$ cat config.mk
export PLATFORM = sky130hd
export DESIGN_NAME = keypad_matrix_scanner
export DESIGN_NICKNAME = d
export VERILOG_FILES = /design/src/rtl/keypad_pkg.sv /design/src/rtl/keypad_col_sync.sv /design/src/rtl/keypad_matrix_scanner.sv
export SDC_FILE = /design/constraint.sdc
export NUM_CORES = 1
export LEC_CHECK = 0
export CAP_MARGIN = 20
export CORE_ASPECT_RATIO = 1.25
export CORE_MARGIN = 3
export CORE_UTILIZATION = 35
export DETAILED_ROUTE_END_ITERATION = 12
export PLACE_DENSITY = 0.61
export SETUP_SLACK_MARGIN = 0.15
export SLEW_MARGIN = 20
export SYNTH_ARGS = -nofsm -noshare
export SYNTH_HDL_FRONTEND = slang
export SYNTH_SLANG_ARGS = --single-unit
$ cat constraint.sdc
create_clock -name CLK -period 11.1 [get_ports CLK]
set_clock_uncertainty 0.05 [all_clocks]
set_input_delay 2.22 -clock CLK [delete_from_list [all_inputs] [get_ports CLK]]
set_output_delay 2.22 -clock CLK [all_outputs]
set_load 0.05 [all_outputs]
$ cat src/rtl/keypad_pkg.sv
// rtl/keypad_pkg.sv - shared types, lock keymap and key mapping helper for the keypad scanner
package keypad_pkg;

    typedef enum logic [1:0] {IDLE, DRIVE, EVAL} scan_state_t;

    typedef enum logic [1:0] {NONE, SINGLE, MULTI} scan_result_t;

    // Key legends of the 4x4 lock keypad, indexed by row*4+col.
    localparam logic [3:0] LOCK_KEYMAP [16] = '{
        4'h1, 4'h2, 4'h3, 4'hA,
        4'h4, 4'h5, 4'h6, 4'hB,
        4'h7, 4'h8, 4'h9, 4'hC,
        4'hE, 4'h0, 4'hF, 4'hD
    };

    function automatic logic [7:0] key_map(input logic [7:0] code, input int rows, input int cols);
        if (rows == 4 && cols == 4) begin
            return {4'h0, LOCK_KEYMAP[code[3:0]]};
        end
        return code;
    endfunction

endpackage

$ cat src/rtl/keypad_col_sync.sv
// rtl/keypad_col_sync.sv - two-flop synchroniser for the column sense lines, idles high
module keypad_col_sync #(
    parameter int COLS = 4
) (
    input  logic            clk,
    input  logic            rst,
    input  logic [COLS-1:0] col_in,
    output logic [COLS-1:0] col_s
);

    logic [COLS-1:0] col_meta;

    always_ff @(posedge clk or posedge rst) begin
        if (rst) begin
            col_meta <= '1;
            col_s    <= '1;
        end else begin
            col_meta <= col_in;
            col_s    <= col_meta;
        end
    end

endmodule

$ cat src/rtl/keypad_matrix_scanner.sv
// rtl/keypad_matrix_scanner.sv - R x C active-low keypad scanner with whole-scan debounce
// Optional auto-repeat is built when KEYPAD_REPEAT_EN is defined.
module keypad_matrix_scanner
    import keypad_pkg::*;
#(
    parameter int ROWS               = 4,
    parameter int COLS               = 4,
    parameter int SETTLE_CYCLES      = 4,
    parameter int DEBOUNCE_SCANS     = 3,
    parameter int REPEAT_DELAY_SCANS = 64,
    parameter int REPEAT_RATE_SCANS  = 16,
    localparam int CW = $clog2(ROWS * COLS),
    localparam int VW = (CW < 4) ? 4 : CW
) (
    input  logic            CLK,
    input  logic            RST,
    input  logic [COLS-1:0] KEY_COL,
    output logic [ROWS-1:0] KEY_ROW,
    output logic [CW-1:0]   KEY_CODE,
    output logic [VW-1:0]   KEY_VALUE,
    output logic            KEY_VALID,
    output logic            KEY_RELEASE,
    output logic            KEY_HELD,
    output logic            KEY_MULTI,
    output logic            KEY_REPEAT
);

    localparam int RW = (ROWS > 1) ? $clog2(ROWS) : 1;
    localparam int SW = $clog2(SETTLE_CYCLES);
    localparam logic [3:0] DEB = 4'(DEBOUNCE_SCANS);

    scan_state_t              state, state_n;
    logic [RW-1:0]            row_idx, row_idx_n;
    logic [SW-1:0]            settle, settle_n;
    logic [COLS-1:0]          col_s;
    logic [ROWS-1:0][COLS-1:0] snap;

    scan_result_t             res_class, prev_class;
    logic [CW-1:0]            res_code, prev_code;
    logic [3:0]               cnt, cnt_n;
    logic                     same, stable, settle_last;

    logic [CW-1:0]            code_q;
    logic [VW-1:0]            value_q;
    logic                     valid_q, rel_q, held_q, multi_q, press_pend;
    logic                     rep_pend;

    keypad_col_sync #(.COLS(COLS)) u_col_sync (
        .clk    (CLK),
        .rst    (RST),
        .col_in (KEY_COL),
        .col_s  (col_s)
    );

    assign settle_last = (settle == SW'(SETTLE_CYCLES - 1));

    always_ff @(posedge CLK or posedge RST) begin
        if (RST) begin
            state   <= IDLE;
            row_idx <= '0;
            settle  <= '0;
        end else begin
            state   <= state_n;
            row_idx <= row_idx_n;
            settle  <= settle_n;
        end
    end

    always_comb begin
        state_n   = state;
        row_idx_n = row_idx;
        settle_n  = settle;
        case (state)
            IDLE: begin
                if (col_s != '1) begin
                    state_n   = DRIVE;
                    row_idx_n = '0;
                    settle_n  = '0;
                end
            end
            DRIVE: begin
                if (settle_last) begin
                    settle_n = '0;
                    if (row_idx == RW'(ROWS - 1)) state_n = EVAL;
                    else row_idx_n = row_idx + 1'b1;
                end else begin
                    settle_n = settle + 1'b1;
                end
            end
            EVAL: begin
                row_idx_n = '0;
                settle_n  = '0;
                // A stable empty matrix always leaves nothing held, so scanning can stop.
                state_n   = (stable && res_class == NONE) ? IDLE : DRIVE;
            end
            default: state_n = IDLE;
        endcase
    end

    // Rows float high during EVAL so no key is powered while the snapshot is judged.
    always_comb begin
        KEY_ROW = '0;
        if (state == DRIVE) KEY_ROW = ~(ROWS'(1) << row_idx);
        else if (state == EVAL) KEY_ROW = '1;
    end

    always_comb begin
        int hits;
        hits     = 0;
        res_code = '0;
        for (int r = 0; r < ROWS; r++) begin
            for (int c = 0; c < COLS; c++) begin
                if (snap[r][c]) begin
                    hits     = hits + 1;
                    res_code = CW'(r * COLS + c);
                end
            end
        end
        if (hits == 0) res_class = NONE;
        else if (hits == 1) res_class = SINGLE;
        else res_class = MULTI;
    end

    always_comb begin
        same   = (res_class == prev_class) && (res_class != SINGLE || res_code == prev_code);
        cnt_n  = !same ? 4'd1 : ((cnt >= DEB) ? DEB : cnt + 4'd1);
        stable = (state == EVAL) && (cnt_n == DEB);
    end

    always_ff @(posedge CLK or posedge RST) begin
        if (RST) begin
            snap       <= '0;
            prev_class <= NONE;
            prev_code  <= '0;
            cnt        <= '0;
            code_q     <= '0;
            value_q    <= '0;
            valid_q    <= 1'b0;
            rel_q      <= 1'b0;
            held_q     <= 1'b0;
            multi_q    <= 1'b0;
            press_pend <= 1'b0;
        end else begin
            valid_q    <= press_pend | rep_pend;
            rel_q      <= 1'b0;
            press_pend <= 1'b0;
            if (press_pend) held_q <= 1'b1;
            if (state == DRIVE && settle_last) snap[row_idx] <= ~col_s;
            if (state == EVAL) begin
                cnt        <= cnt_n;
                prev_class <= res_class;
                prev_code  <= res_code;
                if (stable) begin
                    case (res_class)
                        NONE: begin
                            multi_q <= 1'b0;
                            if (held_q) begin
                                rel_q  <= 1'b1;
                                held_q <= 1'b0;
                            end
                        end
                        SINGLE: begin
                            multi_q <= 1'b0;
                            if (!held_q) begin
                                code_q     <= res_code;
                                value_q    <= VW'(key_map(8'(res_code), ROWS, COLS));
                                press_pend <= 1'b1;
                            end else if (res_code != code_q) begin
                                // Release now; the saturated count presses the new key next EVAL.
                                rel_q  <= 1'b1;
                                held_q <= 1'b0;
                            end
                        end
                        default: multi_q <= 1'b1;
                    endcase
                end
            end
        end
    end

`ifdef KEYPAD_REPEAT_EN
    localparam int RMAX = (REPEAT_DELAY_SCANS > REPEAT_RATE_SCANS) ? REPEAT_DELAY_SCANS : REPEAT_RATE_SCANS;
    localparam int RPW  = $clog2(RMAX + 1);

    logic [RPW-1:0] rep_cnt, rep_nxt, rep_target;
    logic           rep_phase, rep_q;

    assign rep_nxt    = rep_cnt + 1'b1;
    assign rep_target = rep_phase ? RPW'(REPEAT_RATE_SCANS) : RPW'(REPEAT_DELAY_SCANS);

    always_ff @(posedge CLK or posedge RST) begin
        if (RST) begin
            rep_cnt   <= '0;
            rep_phase <= 1'b0;
            rep_pend  <= 1'b0;
            rep_q     <= 1'b0;
        end else begin
            rep_pend <= 1'b0;
            rep_q    <= rep_pend;
            if (stable) begin
                if (res_class == SINGLE && held_q && res_code == code_q) begin
                    if (rep_nxt == rep_target) begin
                        rep_pend  <= 1'b1;
                        rep_cnt   <= '0;
                        rep_phase <= 1'b1;
                    end else begin
                        rep_cnt <= rep_nxt;
                    end
                end else begin
                    rep_cnt   <= '0;
                    rep_phase <= 1'b0;
                end
            end
        end
    end

    assign KEY_REPEAT = rep_q;
`else
    logic repeat_params_unused;
    assign repeat_params_unused = REPEAT_DELAY_SCANS[0] ^ REPEAT_RATE_SCANS[0];
    assign rep_pend   = 1'b0;
    assign KEY_REPEAT = 1'b0;
`endif

    assign KEY_CODE    = code_q;
    assign KEY_VALUE   = value_q;
    assign KEY_VALID   = valid_q;
    assign KEY_RELEASE = rel_q;
    assign KEY_HELD    = held_q;
    assign KEY_MULTI   = multi_q;

endmodule
==> flow_summary.yaml <==
run_status:
  status: "complete, no violations"
final_layout:
  fillers: 1252
  syn_to_final_growth_pct: 11.2
  drive_above_1_share_pct: 11.2
  nets: 557
  seq_area_mm2: 0.00134
  multi_input_area_mm2: 0.00307
  antenna_cells: 0
sta:
  layout_setup_ws_ns: 0.927
  period_minus_slack_ns: 10.17
  rsz0062_at_grt: "no"
  tns_ns: 0
  period_share_pct: 91.7
  slew_violations: 0
  setup_viol: 0
  hold_violations: 0
  relSlewSlack_pct: 40.7
  worst_pin_slew_ns: 0.889
  fmax_ghz: 0.0983
die:
  die_w_um: 108
  start_util_pct: 35.9
  io_pins: 23
  dieHeight_um: 134
  die_area_mm2: 0.0144
  fp-row-count: 46
  core_area_mm2: 0.0127
synthesis:
  yosysSeqAreaShare_pct: 29.3
  yosysWarningCount: 0
  synth_cell_type_count: 77
  syn-cell-area_mm2: 0.00456
  synthArstFlopShare_pct: 100
  synth_flop_cell: "dfrtp_1"
  synth-seq-cells: 53
  syn_inst: 518
  synth.avg_cell_area_um2: 8.80
  synth_edf_count: 0
  syn-num-nets: 550
route:
  drtIter0Drc: 200
  via_per_inst: 5.23
  drc: 0
  wire_per_inst_um: 14.3
  postRouteAntennaNets: 0
  dr.pass1.iters: 4
  num_vias: 3628
  routed_wl_mm: 9.93
clock_tree:
  cts.clk_slew.worst_paths_ns: 0.07
  cts-htree-levels: 2
  cts-root-buf: "clkbuf_16"
  clockBufferDepth: 2
  tritoncts: "yes"
  clk_latency_ns: 0.30
  numCtsBuffers: 5
  holdBufCountCts: 0
  cts.sinks: 53
placed_design:
  place_hpwl_mm: 7.71
  place.gp.congestion: 0.829
  dpl_worst_slack_ns: 0.554
  numPortBuffers: 21
critical_path:
  worstSetupEndpointType: "flop"
  critPathMaxStageDelay_ns: 0.48
  crit_top_cell: "ha_1"
  ff2ff_setup_slack_ns: 0.93
  critical_path_class: "flop to flop"
  critical_path_peak_fanout: 7
  cp.arrival_ns: 10.32
  cp.required_ns: 11.24
  cp-start-kind: "flop"
  critPathSlowestCell: "or4_1"
pwr:
  power_density_mw_per_mm2: 216
  ir_drop_mv: 0.145
  power_leakage_nw: 2.10
  total_power_w: 0.00109
global_routing:
  grt_pass1_wl_mm: 17.0
  grtUsageTotal_pct: 14.4
  grt_remaining_overflow: 0
  grt_pass1_vias: 3597
  grt_antenna_before_repair: 0
  grt_max_degree: 54
hold_path:
  hold_class: "flop to flop"
flow_run:
  maxCapViolCount: 0
synthesized netlist by cell type, drive strengths merged, types with 3 or more instances:
library cell  count  area [um2]
dfstp             8         210
nand2b            9        56.3
and3              4        30.0
inv              18        67.6
a311oi            3        32.5
o31ai             7        52.6
a221o             3        30.0
nor4              5        31.3
xor2             18         173
nor2b             5        31.3
nor4b             4        50.1
nor2             37         139
o2111ai           3        26.3
buf              11        63.8
xnor2            28         275
a211oi           11        87.6
a31o              3        26.3
o21bai            4        30.0
a31oi             6        37.5
o21a              5        37.5
o21ai            36         180
nor3             21         110
and2             10        62.6
nand2            62         233
or2               6        37.5
ha               26         325
mux2i             4        40.0
xnor3             6         136
nand3            18         100
mux2             13         146
nand4             7        43.8
or4               3        22.5
o311ai            3        33.8
dfrtp            45        1130
a21oi            19        95.1
xor3              3        71.3
clkbuf           12        45.0
layout make-up:
type	count	share of cell area, %
flip-flops and latches	53	26.3
multi-input cells	422	60.6
inverters	20	1.53
repair buffers	23	4.44
clock buffers	5	2.47
clock inverters	3	0.493
well taps	168	4.14
logic make-up after synthesis:
| logic type | synth area share [%] |
|---|---|
| buf+inv | 4.06 |
| flops | 29.3 |
| compound gates | 18.8 |
| xor+xnor | 14.4 |
| mux | 4.09 |
| other cells | 0.0822 |
| fa+ha+maj | 7.13 |
| simple gates | 22.2 |
cell usage in the layout, fill, tap and decap left out, types with 10 or more instances in the layout:
master,count
dfrtp_1,45
inv_1,17
nand3_1,16
a21oi_1,19
clkdlybuf4s50_1,21
xor2_1,16
and2_1,10
xnor2_1,24
ha_1,26
nand2_1,62
o21ai_0,35
nor3_1,20
nor2_1,36
registers in the layout, summed over array words and instances (netlist names), 4 cells and up:
register,flops
KEY_VALUE,4
u_col_sync.col_meta,4
u_col_sync.col_s,4
prev_code,4
KEY_CODE,4
cnt,4
snap,16
worst paths after layout:
| path | depth (start not counted) | start | end |
|---|---|---|---|
| worst max-delay path | 46 | snap[1] | state[0] |
| worst min-delay path | 0 | u_col_sync.col_meta[1] | u_col_sync.col_s[1] |
| worst max register to register | 46 | snap[1] | state[0] |
| worst min register to register | 0 | u_col_sync.col_meta[1] | u_col_sync.col_s[1] |
| max in group asynchronous | 2 | RST | cnt[3] |
| min in group asynchronous | 2 | RST | snap[0] |
per-stage QoR:
stage / utilization, % / hold slack, ns / cells / area [um2]
global route: 39.9 / 0.314 / 694 / 5070
global placement: 38.4 / 0.297 / 685 / 4880
CTS: 39.5 / 0.310 / 693 / 5030
detailed placement: 38.4 / 0.299 / 685 / 4880
floorplan: - / 0.295 / 518 / 4560
finish: 39.9 / 0.308 / 694 / 5070
power breakdown:
part           leakage, nW  switching [W]  internal, W
combinational         1.40       0.000405     0.000312
clock               0.0704      0.0000743    0.0000849
sequential           0.629      0.0000145     0.000204
total                 2.10       0.000494     0.000600
worst max-delay path: cells and delay by family (launching register included):
| kind | cells | cell delay [ns] |
|---|---|---|
| AO/OA/AOI/OAI | 12 | 2.42 |
| XOR/XNOR | 1 | 0.20 |
| adder cells (fa/ha/maj) | 13 | 3.66 |
| buffers and inverters | 2 | 0.17 |
| flip-flops | 1 | 0.39 |
| multiplexers | 4 | 1.00 |
| AND/OR/NAND/NOR | 14 | 2.19 |
routing by layer:
metal  up-vias  share of wire, %  wire length, um  track usage, %
met5         -                 0                0               0
li1       1872                 -                -               -
met3         7               1.2              123            1.45
met2        29                53             5220            26.5
met1      1720                45             4430            17.3
met4         0               1.6              156            4.84
repair_timing:
action,CTS,global route
setup buffers,0,1
endpoints found under the hold margin,0,0
gates resized for setup,0,6
setup endpoints to repair,0,16
Note: power is estimated with default switching activity, not from simulation.
==> patch: new RTL, same settings <==
Encoding of `scan_result_t`: now one-hot (3 bits for 3 values).
--- a/src/rtl/keypad_pkg.sv
+++ b/src/rtl/keypad_pkg.sv
@@ -3,7 +3,7 @@
 
     typedef enum logic [1:0] {IDLE, DRIVE, EVAL} scan_state_t;
 
-    typedef enum logic [1:0] {NONE, SINGLE, MULTI} scan_result_t;
+    typedef enum logic [2:0] {NONE = 3'b001, SINGLE = 3'b010, MULTI = 3'b100} scan_result_t;
 
     // Key legends of the 4x4 lock keypad, indexed by row*4+col.
     localparam logic [3:0] LOCK_KEYMAP [16] = '{
Check against the original RTL: same outputs for any inputs over 10 cycles, from zero or initial values and one cycle with RST high; not proved beyond that.
==> patch against the original RTL <==
  * Cell count unchanged
  * Design area increased by 1.6%
  * Worst setup slack improved by 53 ps
  * Area after synthesis increased by 2.1%
  * First-iteration DRC count decreased by 11%
  * Count of clock-buffer cells in the layout increased by 1
  * Sequential cell count increased by 1
  * Combinational power decreased by 1%
  * Routed wire length decreased by 3.4%
  * Power decreased by 0.29%
  * Critical endpoint is now KEY_VALUE[3]
==> patch: results (changes against the original RTL) <==
status completed; Synth Flop Type dfrtp_1; # port buffers 21 (unchanged); GP Congestion 0.818 (-1.3%); RR Startpoint snap[1]; Synth Warn # 0 (unchanged); Leak 2.28 nW (+8.2%); share of the yosys chip area belonging to registers 0.293 (-0.000341); first-pass GRT wire length 16200 um (-4.6%); Hold Path Sink u_col_sync.col_s[2]; fraction of layout cells with a size suffix above 1 0.118 (+0.00570); final hold slack 307 ps (-1.34 ps); commonest cells in the netlist nand2_1 (77), dfrtp_1 (45), nor2_1 (41); Antenna Cells 0 (unchanged); R2R cell count 44 (-4.3%); total number of vias 3612 (-0.44%); FF-to-FF setup slack 980 ps (+50 ps); worst-path maximum fanout 9 (+2); largest net degree at the start of global routing 55 (+1.9%); VDD IR max 0.153 mV (+5.8%); NetSw 471 uW (-4.5%); Tot GR Track Use 0.135 (-0.00902); largest buffer count on any clock path 2 (unchanged); DR WL/cell 13.8 um (-3.4%); Final HPWL DP 7380 um (-4.2%); Slew headroom 0.398 (-0.00993); Starting DRT DRC Count 179 (-11%); CTS clk-pin slew, worst paths 70 ps (about the same); critical path's top delay family adder cells; H-tree levels 2 (unchanged); vias in the first global route 3478 (-3.3%); area post-placement 0.00500 mm^2 (+2.4%); dominant cells by area after synthesis dfrtp_1 (24%), ha_1 (7.0%), nand2_1 (6.2%); Hold Path Class register to register; Root Buffer clkbuf_16; Largest Register snap; CP peak stage delay 410 ps (-70 ps); final net count 557 (unchanged); Synth Net Count 547 (-0.55%); hold path start u_col_sync.col_meta[2]; slowest CP cell ha_1; Synth cell types 82 (+6.5%); initial antenna violation count 0 (unchanged); Worst Path Arrival 10250 ps (-70 ps); worst reg2reg path endpoint KEY_VALUE[3]
## patch: cell type report
type | instances | area, um^2
clock buffers | 6 | 139
clock inverters | 2 | 12.5
fillers | 1266 | 7680
flip-flops and latches | 54 | 1360
well taps | 168 | 210
multi-input cells | 422 | 3130
repair buffers | 22 | 218
inverters | 20 | 76.3
## patch: how the worst max path moves through the flow
| stage | from | endpoint | slack (ps) | depth (start not counted) |
|---|---|---|---|---|
| 2_1_floorplan | snap[0] | KEY_CODE[0] | 1730 | 45 |
| 3_3_place_gp | snap[1] | KEY_CODE[2] | 1140 | 44 |
| 3_5_place_dp | snap[1] | KEY_VALUE[3] | 810 | 44 |
| 4_1_cts | snap[1] | KEY_VALUE[3] | 780 | 44 |
| 5_1_grt | snap[1] | KEY_CODE[0] | 160 | 44 |
| 6_report | snap[1] | KEY_VALUE[3] | 980 | 44 |
## patch: through the flow
| step | setup slack [ps] | cells | util |
|---|---|---|---|
| after floorplan | 1730 | 515 | - |
| after global placement | 1140 | 686 | 0.389 |
| after detailed placement | 813 | 686 | 0.389 |
| after CTS | 782 | 694 | 0.401 |
| after global routing | 161 | 694 | 0.401 |
| final | 980 | 694 | 0.401 |
## patch: cells by family (layout without fill, tap and decap cells)
kind of cell | after synthesis | in the layout | share of synthesized area
and+or+nand+nor | 202 | 202 | 0.216
other | 1 | 1 | 0.000805
buffers and inverters | 39 | 50 | 0.0347
DFF | 54 | 54 | 0.293
xor gates and xnor gates | 60 | 60 | 0.169
muxes | 17 | 17 | 0.0492
AOI/OAI and AO/OA | 116 | 116 | 0.168
adders and majority gates | 26 | 26 | 0.0699
## patch: routing by layer
| metal | vias up | GRT usage | wire [um] |
|---|---|---|---|
| met4 | 0 | 0.0435 | 156 |
| met5 | - | 0 | 0 |
| met3 | 9 | 0.0167 | 237 |
| met1 | 1677 | 0.168 | 4330 |
| li1 | 1855 | - | - |
| met2 | 71 | 0.239 | 4860 |
## patch: worst register-to-register path: cells and delay by family (launching register included)
| kind | cells | cell delay [ps] |
|---|---|---|
| adder cells (fa/ha/maj) | 14 | 4160 |
| AND/OR/NAND/NOR | 15 | 2090 |
| AO/OA/AOI/OAI | 8 | 1630 |
| multiplexers | 4 | 1230 |
| XOR/XNOR | 2 | 430 |
| flip-flops | 1 | 370 |
| buffers and inverters | 1 | 70 |
## patch: power groups by stage
stage          clock, mW  combinational, mW  sequential [mW]
5_1_grt            0.170              0.789            0.225
3_5_place_dp           0              0.704            0.227
2_1_floorplan          0              0.622            0.217
3_3_place_gp           0              0.690            0.226
4_1_cts            0.163              0.710            0.223
6_report           0.158              0.710            0.223
## patch: timing repair
action / in CTS / in global routing
setup buffers: 0 / 0
resized for setup: 0 / 1
hold endpoints to repair: 0 / 0
setup endpoints to repair: 0 / 11
